--- src/rtl/control_sequencer.sv ---
// rtl/control_sequencer.sv - tiny16 fetch/decode/execute control sequencer
// Drives register-file controls, memory request handshake and input-mux select.
module control_sequencer #(
  parameter logic [3:0] PC_IDX = 4'd1,
  parameter logic [3:0] SP_IDX = 4'd2
) (
  input  logic        clk,
  input  logic        rst,
  input  logic [15:0] mem_rdata,
  input  logic        mem_ack,
  output logic        mem_req,
  output logic        mem_we,
  output logic [1:0]  mem_addr_sel,
  output logic [1:0]  in_sel,
  output logic [3:0]  alu_op,
  output logic [3:0]  src_sel,
  output logic [3:0]  dst_sel,
  output logic        in_en,
  output logic        up_en,
  output logic        lo_en,
  output logic        pc_inc,
  output logic        sp_inc,
  output logic        sp_dec,
  output logic        out_en,
  output logic        halted,
  output logic        illegal
);

  localparam logic [2:0] S_IDLE   = 3'd0;
  localparam logic [2:0] S_FETCH  = 3'd1;
  localparam logic [2:0] S_DECODE = 3'd2;
  localparam logic [2:0] S_EXEC   = 3'd3;
  localparam logic [2:0] S_MEM    = 3'd4;
  localparam logic [2:0] S_HALT   = 3'd5;

  localparam logic [3:0] OP_NOP   = 4'h0;
  localparam logic [3:0] OP_MOV   = 4'h1;
  localparam logic [3:0] OP_LDL   = 4'h2;
  localparam logic [3:0] OP_LDH   = 4'h3;
  localparam logic [3:0] OP_LOAD  = 4'h4;
  localparam logic [3:0] OP_STORE = 4'h5;
  localparam logic [3:0] OP_PUSH  = 4'h6;
  localparam logic [3:0] OP_POP   = 4'h7;
  localparam logic [3:0] OP_ALU   = 4'h8;
  localparam logic [3:0] OP_JMP   = 4'h9;
  localparam logic [3:0] OP_HALT  = 4'hF;

  localparam logic [1:0] ADDR_PC  = 2'd0;
  localparam logic [1:0] ADDR_SRC = 2'd1;
  localparam logic [1:0] ADDR_DST = 2'd2;
  localparam logic [1:0] ADDR_SP  = 2'd3;

  localparam logic [1:0] IN_SRC  = 2'd0;
  localparam logic [1:0] IN_IMM  = 2'd1;
  localparam logic [1:0] IN_MEM  = 2'd2;
  localparam logic [1:0] IN_ALU  = 2'd3;

  logic [2:0]  state_q, state_d;
  logic [15:0] ir_q, ir_d;

  logic [3:0] op_f, d_f, s_f;
  assign op_f = ir_q[15:12];
  assign d_f  = ir_q[11:8];
  assign s_f  = ir_q[7:4];

  // The SP register is addressed implicitly through mem_addr_sel and sp_inc/sp_dec.
  logic unused_sp_idx;
  assign unused_sp_idx = ^SP_IDX;

  always_ff @(posedge clk or posedge rst) begin
    if (rst) begin
      state_q <= S_IDLE;
      ir_q    <= 16'h0000;
    end else begin
      state_q <= state_d;
      ir_q    <= ir_d;
    end
  end

  always_comb begin
    state_d      = state_q;
    ir_d         = ir_q;
    mem_req      = 1'b0;
    mem_we       = 1'b0;
    mem_addr_sel = ADDR_PC;
    in_sel       = IN_SRC;
    alu_op       = 4'h0;
    src_sel      = 4'h0;
    dst_sel      = 4'h0;
    in_en        = 1'b0;
    up_en        = 1'b0;
    lo_en        = 1'b0;
    pc_inc       = 1'b0;
    sp_inc       = 1'b0;
    sp_dec       = 1'b0;
    out_en       = 1'b0;
    halted       = 1'b0;
    illegal      = 1'b0;

    case (state_q)
      S_IDLE: begin
        state_d = S_FETCH;
      end

      S_FETCH: begin
        mem_req      = 1'b1;
        mem_addr_sel = ADDR_PC;
        if (mem_ack) begin
          ir_d    = mem_rdata;
          pc_inc  = 1'b1;
          state_d = S_DECODE;
        end
      end

      S_DECODE: begin
        src_sel = s_f;
        dst_sel = d_f;
        state_d = S_EXEC;
      end

      S_EXEC: begin
        src_sel = s_f;
        dst_sel = d_f;
        state_d = S_FETCH;
        case (op_f)
          OP_NOP: ;
          OP_MOV: begin
            in_sel = IN_SRC;
            in_en  = 1'b1;
          end
          OP_LDL: begin
            in_sel = IN_IMM;
            lo_en  = 1'b1;
          end
          OP_LDH: begin
            in_sel = IN_IMM;
            up_en  = 1'b1;
          end
          OP_LOAD, OP_STORE, OP_PUSH: state_d = S_MEM;
          OP_POP: begin
            // Pre-increment so the MEM read sees the already-advanced SP.
            sp_inc  = 1'b1;
            state_d = S_MEM;
          end
          OP_ALU: begin
            in_sel = IN_ALU;
            in_en  = 1'b1;
            alu_op = ir_q[3:0];
          end
          OP_JMP: begin
            dst_sel = PC_IDX;
            in_sel  = IN_SRC;
            in_en   = 1'b1;
          end
          OP_HALT: state_d = S_HALT;
          default: illegal = 1'b1;
        endcase
      end

      S_MEM: begin
        src_sel = s_f;
        dst_sel = d_f;
        mem_req = 1'b1;
        case (op_f)
          OP_LOAD: begin
            mem_addr_sel = ADDR_SRC;
            if (mem_ack) begin
              in_sel = IN_MEM;
              in_en  = 1'b1;
            end
          end
          OP_STORE: begin
            mem_addr_sel = ADDR_DST;
            mem_we       = 1'b1;
            out_en       = 1'b1;
          end
          OP_PUSH: begin
            mem_addr_sel = ADDR_SP;
            mem_we       = 1'b1;
            out_en       = 1'b1;
            if (mem_ack) sp_dec = 1'b1;
          end
          OP_POP: begin
            mem_addr_sel = ADDR_SP;
            if (mem_ack) begin
              in_sel = IN_MEM;
              in_en  = 1'b1;
            end
          end
          default: ;
        endcase
        if (mem_ack) state_d = S_FETCH;
      end

      S_HALT: begin
        halted = 1'b1;
      end

      default: state_d = S_IDLE;
    endcase
  end

endmodule

--- config.mk ---
export PLATFORM = sky130hd
export DESIGN_NAME = control_sequencer
export DESIGN_NICKNAME = d
export VERILOG_FILES = /design/src/rtl/control_sequencer.sv
export SDC_FILE = /design/constraint.sdc
export NUM_CORES = 1
export LEC_CHECK = 0
export ABC_CLOCK_PERIOD_IN_PS = 1810
export BUFFER_PORTS_ARGS = -buffer_cell sky130_fd_sc_hd__buf_2
export CAP_MARGIN = 10
export CORE_ASPECT_RATIO = 1.4
export CORE_MARGIN = 1
export CORE_UTILIZATION = 48
export CTS_CLUSTER_DIAMETER = 200
export DETAILED_ROUTE_END_ITERATION = 8
export PLACE_DENSITY = 0.79
export SYNTH_ARGS = -nofsm -noshare
export SYNTH_HDL_FRONTEND = slang
export SYNTH_SLANG_ARGS = --single-unit
--- constraint.sdc ---
create_clock -name clk -period 1.81 [get_ports clk]
set_clock_uncertainty 0.2 [all_clocks]
set_input_delay 0.362 -clock clk [delete_from_list [all_inputs] [get_ports clk]]
set_output_delay 0.362 -clock clk [all_outputs]
set_load 0.005 [all_outputs]
=== Word level (Yosys, flattened, before mapping) ===
Index checks and enable logic that the tools add are counted.

* Shift operators: 0
* Equal/unequal tests: 17
* Mux-type cells: 34
* Div/mod/pow operators: 0
* Add/sub/neg operators: 0
* Magnitude comparators: 0
* Multiply operators: 0
* Reductions and logical operators: 14
* Bitwise logic cells: 1

{| class="wikitable"
|+ Operator list
! operator !! count
|-
| $mux W1 || 18
|-
| $pmux W3 S6 || 1
|-
| $eq A4 B3 Y1 const B || 4
|-
| $mux W4 || 4
|-
| $eq A4 B4 Y1 const B || 3
|-
| $reduce_or A2 Y1 || 6
|-
| $reduce_or A11 Y1 || 1
|-
| $eq A4 B2 Y1 const B || 2
|-
| $pmux W2 S2 || 2
|-
| $pmux W4 S2 || 1
|-
| $eq A3 B2 Y1 const B || 2
|-
| $eq A3 B3 Y1 const B || 2
|-
| $mux W2 || 3
|-
| $mux W3 || 2
|-
| $pmux W2 S3 || 1
|-
| $pmux W3 S2 || 1
|-
| $reduce_or A3 Y1 || 2
|-
| $eq A4 B1 Y1 const B || 1
|-
| $logic_not A4 Y1 || 1
|-
| $ne A2 B2 Y1 const B || 2
|-
| $reduce_or A4 Y1 || 1
|-
| $eq A3 B1 Y1 const B || 1
|-
| $logic_not A3 Y1 || 1
|-
| $reduce_and A3 Y1 || 1
|-
| other kinds (3) || 3
|}

* Bits in writable memories: 0
* ROM bits: 0
* Output and inout bits: 27
* Bits in latches: 0
* Register bits after elaboration: 19
* Bits of input ports: 19
* Logic and storage cells: 68
* Memories: 0

=== Longest topological paths before layout ===
* Word-level depth: 4
* Gate-level depth with buffers: 5
* Mapped depth without buffers: 3

=== Least setup slack after synthesis ===
No wires, ideal clock.

* Kind: register to output
* Start: register state_q[0]
* End: output out_en
* Data arrival time: 1.187 ns
* Slack: 0.061 ns
* Cell stages (with the launch flop): 6
* Required time: 1.248 ns
* Buffers on the path: 2
* Cell sequence: dfrtp_1 buf_6 nor3b_4 nand2_1 a21oi_1 buf_4

* Cells in the longest elaborated chain, start to end: 2

{| class="wikitable"
|+ RTL lines
! element !! RTL line !! source
|-
| start, declared || 58 || <nowiki>logic [2:0] state_q, state_d;</nowiki>
|-
| start signal, assigned || 75 || <nowiki>state_q <= state_d;</nowiki>
|-
| $eq A3 B3 Y1 || -- ||
|-
| $mux W1 || -- ||
|-
| end, declared || 24 || <nowiki>output logic out_en,</nowiki>
|}

Every way passes these cells.

=== Worst setup path in the final report ===
* Start: register state_q[2]
* End: output in_sel[1]

* Cells in the longest elaborated chain, start to end: 2
* Elaborated cells on any way between the ends: 3
* Classes of those cells: eq/ne (2); mux (1)

{| class="wikitable"
|+ RTL lines
! element !! RTL line !! source
|-
| $eq A3 B3 Y1 or $eq A3 B2 Y1 (tied branches) || 100 || <nowiki>case (state_q)</nowiki>
|-
| $pmux W2 S2 * || 100 ||
|-
| end, declared || 14 || <nowiki>output logic [1:0] in_sel,</nowiki>
|}

Mark *: on every way between the ends. The rest lies on a longest branch, timed or not.

==> summary.txt <==
Run status -> finished with violations
Failing checks -> setup timing
Top Ports -> 46
Routed via count -> 1095
Area grow syn2layout -> 48.7%
Final GP Congestion -> 0.815
Detailed-placement wirelength estimate -> 2.01 mm
Clk pwr share -> 0.083
Pint -> 1.62 mW
Data required time of the worst path -> 1.25 ns
Pre-CTS setup slack -> 0.0138 ns
Most common flop cell mapped by yosys -> dfrtp_1
Worst path bufs/invs -> 1
VDD IR max -> 1020 uV
Switching share of total power -> 0.375
Share of layout cells above drive strength 1 -> 0.646
CP Class -> reg2out
Clock transition at path regs -> 0.12 ns
Final Setup Violations -> 26
IO buf count -> 45
Nets@finish -> 198
Drt total wl -> 2.93 mm
RSZ-0062 raised after global routing -> true
Synth top area share -> 0.395
Sw Pwr -> 970 uW
Vias in the first global route -> 907
Period minus WS final -> 2.20 ns
Post-synth ARST share -> 1.00
ANT nets after route -> 0
CTS Buffer Depth -> 2
Iteration-0 DRC Markers -> 25
Worst Hold Class -> in2reg
Logic pwr share -> 0.610
Largest net degree at the start of global routing -> 20
Via density -> 5.17
Cells after synthesis -> 111
Crit-path cells -> and4bb_4 -> a22oi_2 -> o31ai_2 -> buf_2
Syn avg cell area -> 10.8 sq um
CP Max Fanout -> 5
Crit path capture type -> output pin
Register area share after synthesis -> 0.395
Crit path launch type -> register
GRT Residual Overflow -> 0
Die area -> 2710 sq um
Dominant cell type by area after synthesis -> dfrtp_1
Post-synth EDFFs -> 0
Final core utilization -> 0.748
Number of synthesis warnings -> 0
N_diodes -> 0
Arr. time, crit path -> 1.63 ns
Seq pwr share -> 0.307
Synth area leaders -> dfrtp_1 40%, mux2_4 11%, mux2_2 6.6%
Max_cap viols -> 0
Sink Count -> 19
Most numerous cell in the Yosys netlist -> dfrtp_1
FMAX -> 455 MHz
Core area -> 2390 sq um
Final Total Pwr -> 2.59 mW
FF+latch count, synth -> 19
Worst Tran Pin Value -> 0.332 ns
Worst Slack Setup Final -> -0.386 ns
Global-route wire length before repair -> 3.95 mm
Critical-path top delay cell -> dfrtp_2
Mapped Area -> 1200 sq um
Commonest cells post-synth -> 19 x dfrtp_1, 10 x nor2_1, 9 x mux2_4
Slew headroom -> 0.778
Initial antenna violation count -> 0
PD cells -> 1450 nW/um^2
Crit path largest cell delay -> 0.46 ns
CTS tree -> built
Die W -> 44.3 um
Slew Limit Fails -> 0
Skew-Pair Late Insertion Delay -> 0.30 ns
CTS Root Cell -> clkbuf_4
H-tree Lvls -> 1
WL per Instance -> 13.8 um
Hold Vio Cnt, Final -> 0
Initial core utilization -> 0.503
Pleak -> 0.904 nW
Final cycle utilization of the critical path -> 1.21
Synth cell types -> 36
Top delay family on crit path -> flip-flops
Die Span Y -> 61.2 um
# fillers -> 157
DRC viols -> 0
FP Rows -> 21
Num CTS Buffers -> 3
First drt pass iteration count -> 6
Syn_nets -> 130
GRT Total Usage -> 0.194
layer usage:
| metal | up-vias | wire, um | GRT usage |
|---|---|---|---|
| met4 | 0 | 20 | 0.0519 |
| met1 | 534 | 1140 | 0.259 |
| li1 | 518 | - | - |
| met5 | - | 0 | 0 |
| met3 | 2 | 126 | 0.0176 |
| met2 | 41 | 1640 | 0.336 |
sequential cells by signal (all words and copies together), names as in the netlist:
| name | flops |
|---|---|
| state_q | 3 |
| ir_q | 16 |
stage by stage:
step	hold WS, ns	cell area (sq um)	setup TNS, ns	std cells
after floorplan	0.113	1200	0	111
after global placement	0.184	1540	0	199
after detailed placement	0.190	1540	0	199
after CTS	0.0778	1620	-6.72	206
after global routing	0.0728	1790	-8.88	212
final	0.0854	1790	-6.73	212
path summary, 6_finish.rpt:
check,from,end,slack (ns),cells after the start
min in group asynchronous,rst,ir_q[2]$_DFFE_PP0P_,0.40,4
max,state_q[2]$_DFFE_PP0P_,in_sel[1],-0.39,4
max reg2reg,state_q[1]$_DFFE_PP0P_,ir_q[6]$_DFFE_PP0P_,0,7
min reg2reg,ir_q[4]$_DFFE_PP0P_,ir_q[4]$_DFFE_PP0P_,0.31,1
min,mem_rdata[7],ir_q[7]$_DFFE_PP0P_,0.09,2
max in group asynchronous,rst,state_q[0]$_DFFE_PP0P_,0.79,4
what timing repair did:
| item | 4_1_cts | 5_1_grt |
|---|---|---|
| endpoints found under the setup margin | 27 | 33 |
| hold endpoints to repair | 19 | 0 |
| pin swaps | 9 | 11 |
| resized for setup | 7 | 35 |
| hold buffers | 1 | 0 |
| buffers inserted | 2 | 8 |
cells by family after synthesis:
family	Yosys count	synth area share
AOI/OAI and AO/OA	18	0.102
xor gates and xnor gates	1	0.00729
and+or+nand+nor	45	0.244
DFF	19	0.395
buffers and inverters	12	0.0739
muxes	16	0.178
placed cells by master, fill, tap and decap left out, drive strengths merged:
cell         count
and2b            1
nand2b           1
and2             6
nand3b           2
nor2b            7
o21ai            2
a41o             1
a21oi            4
nor3b            2
buf             70
nor2            11
clkbuf           3
inv              4
o21a             1
o211ai           1
nand2            7
a21boi           4
xnor2            1
a31oi            1
mux2            16
and4bb           1
dlygate4sd3      1
and3             1
clkinvlp         1
a22oi            1
o2111ai          1
o31ai            2
and3b            1
dfrtp           19
nand3            4
and4             1
power groups by stage:
stage / Sequential [mW] / Clock, mW / Combinational (mW)
2_1_floorplan: 0.717 / 0 / 0.931
3_3_place_gp: 0.765 / 0 / 1.26
3_5_place_dp: 0.781 / 0 / 1.29
4_1_cts: 0.773 / 0.225 / 1.34
5_1_grt: 0.822 / 0.241 / 1.69
6_report: 0.796 / 0.215 / 1.58
layout make-up:
cell class              count  area, sq um  share of cell area
inverters                   4         15.0             0.00840
repair buffers             71          490               0.274
well taps                  34         42.5              0.0238
clock inverters             1         7.51             0.00420
flip-flops and latches     19          479               0.268
multi-input cells          80          731               0.409
clock buffers               3         22.5              0.0126
No activity file was read; power rests on OpenSTA's default activity.
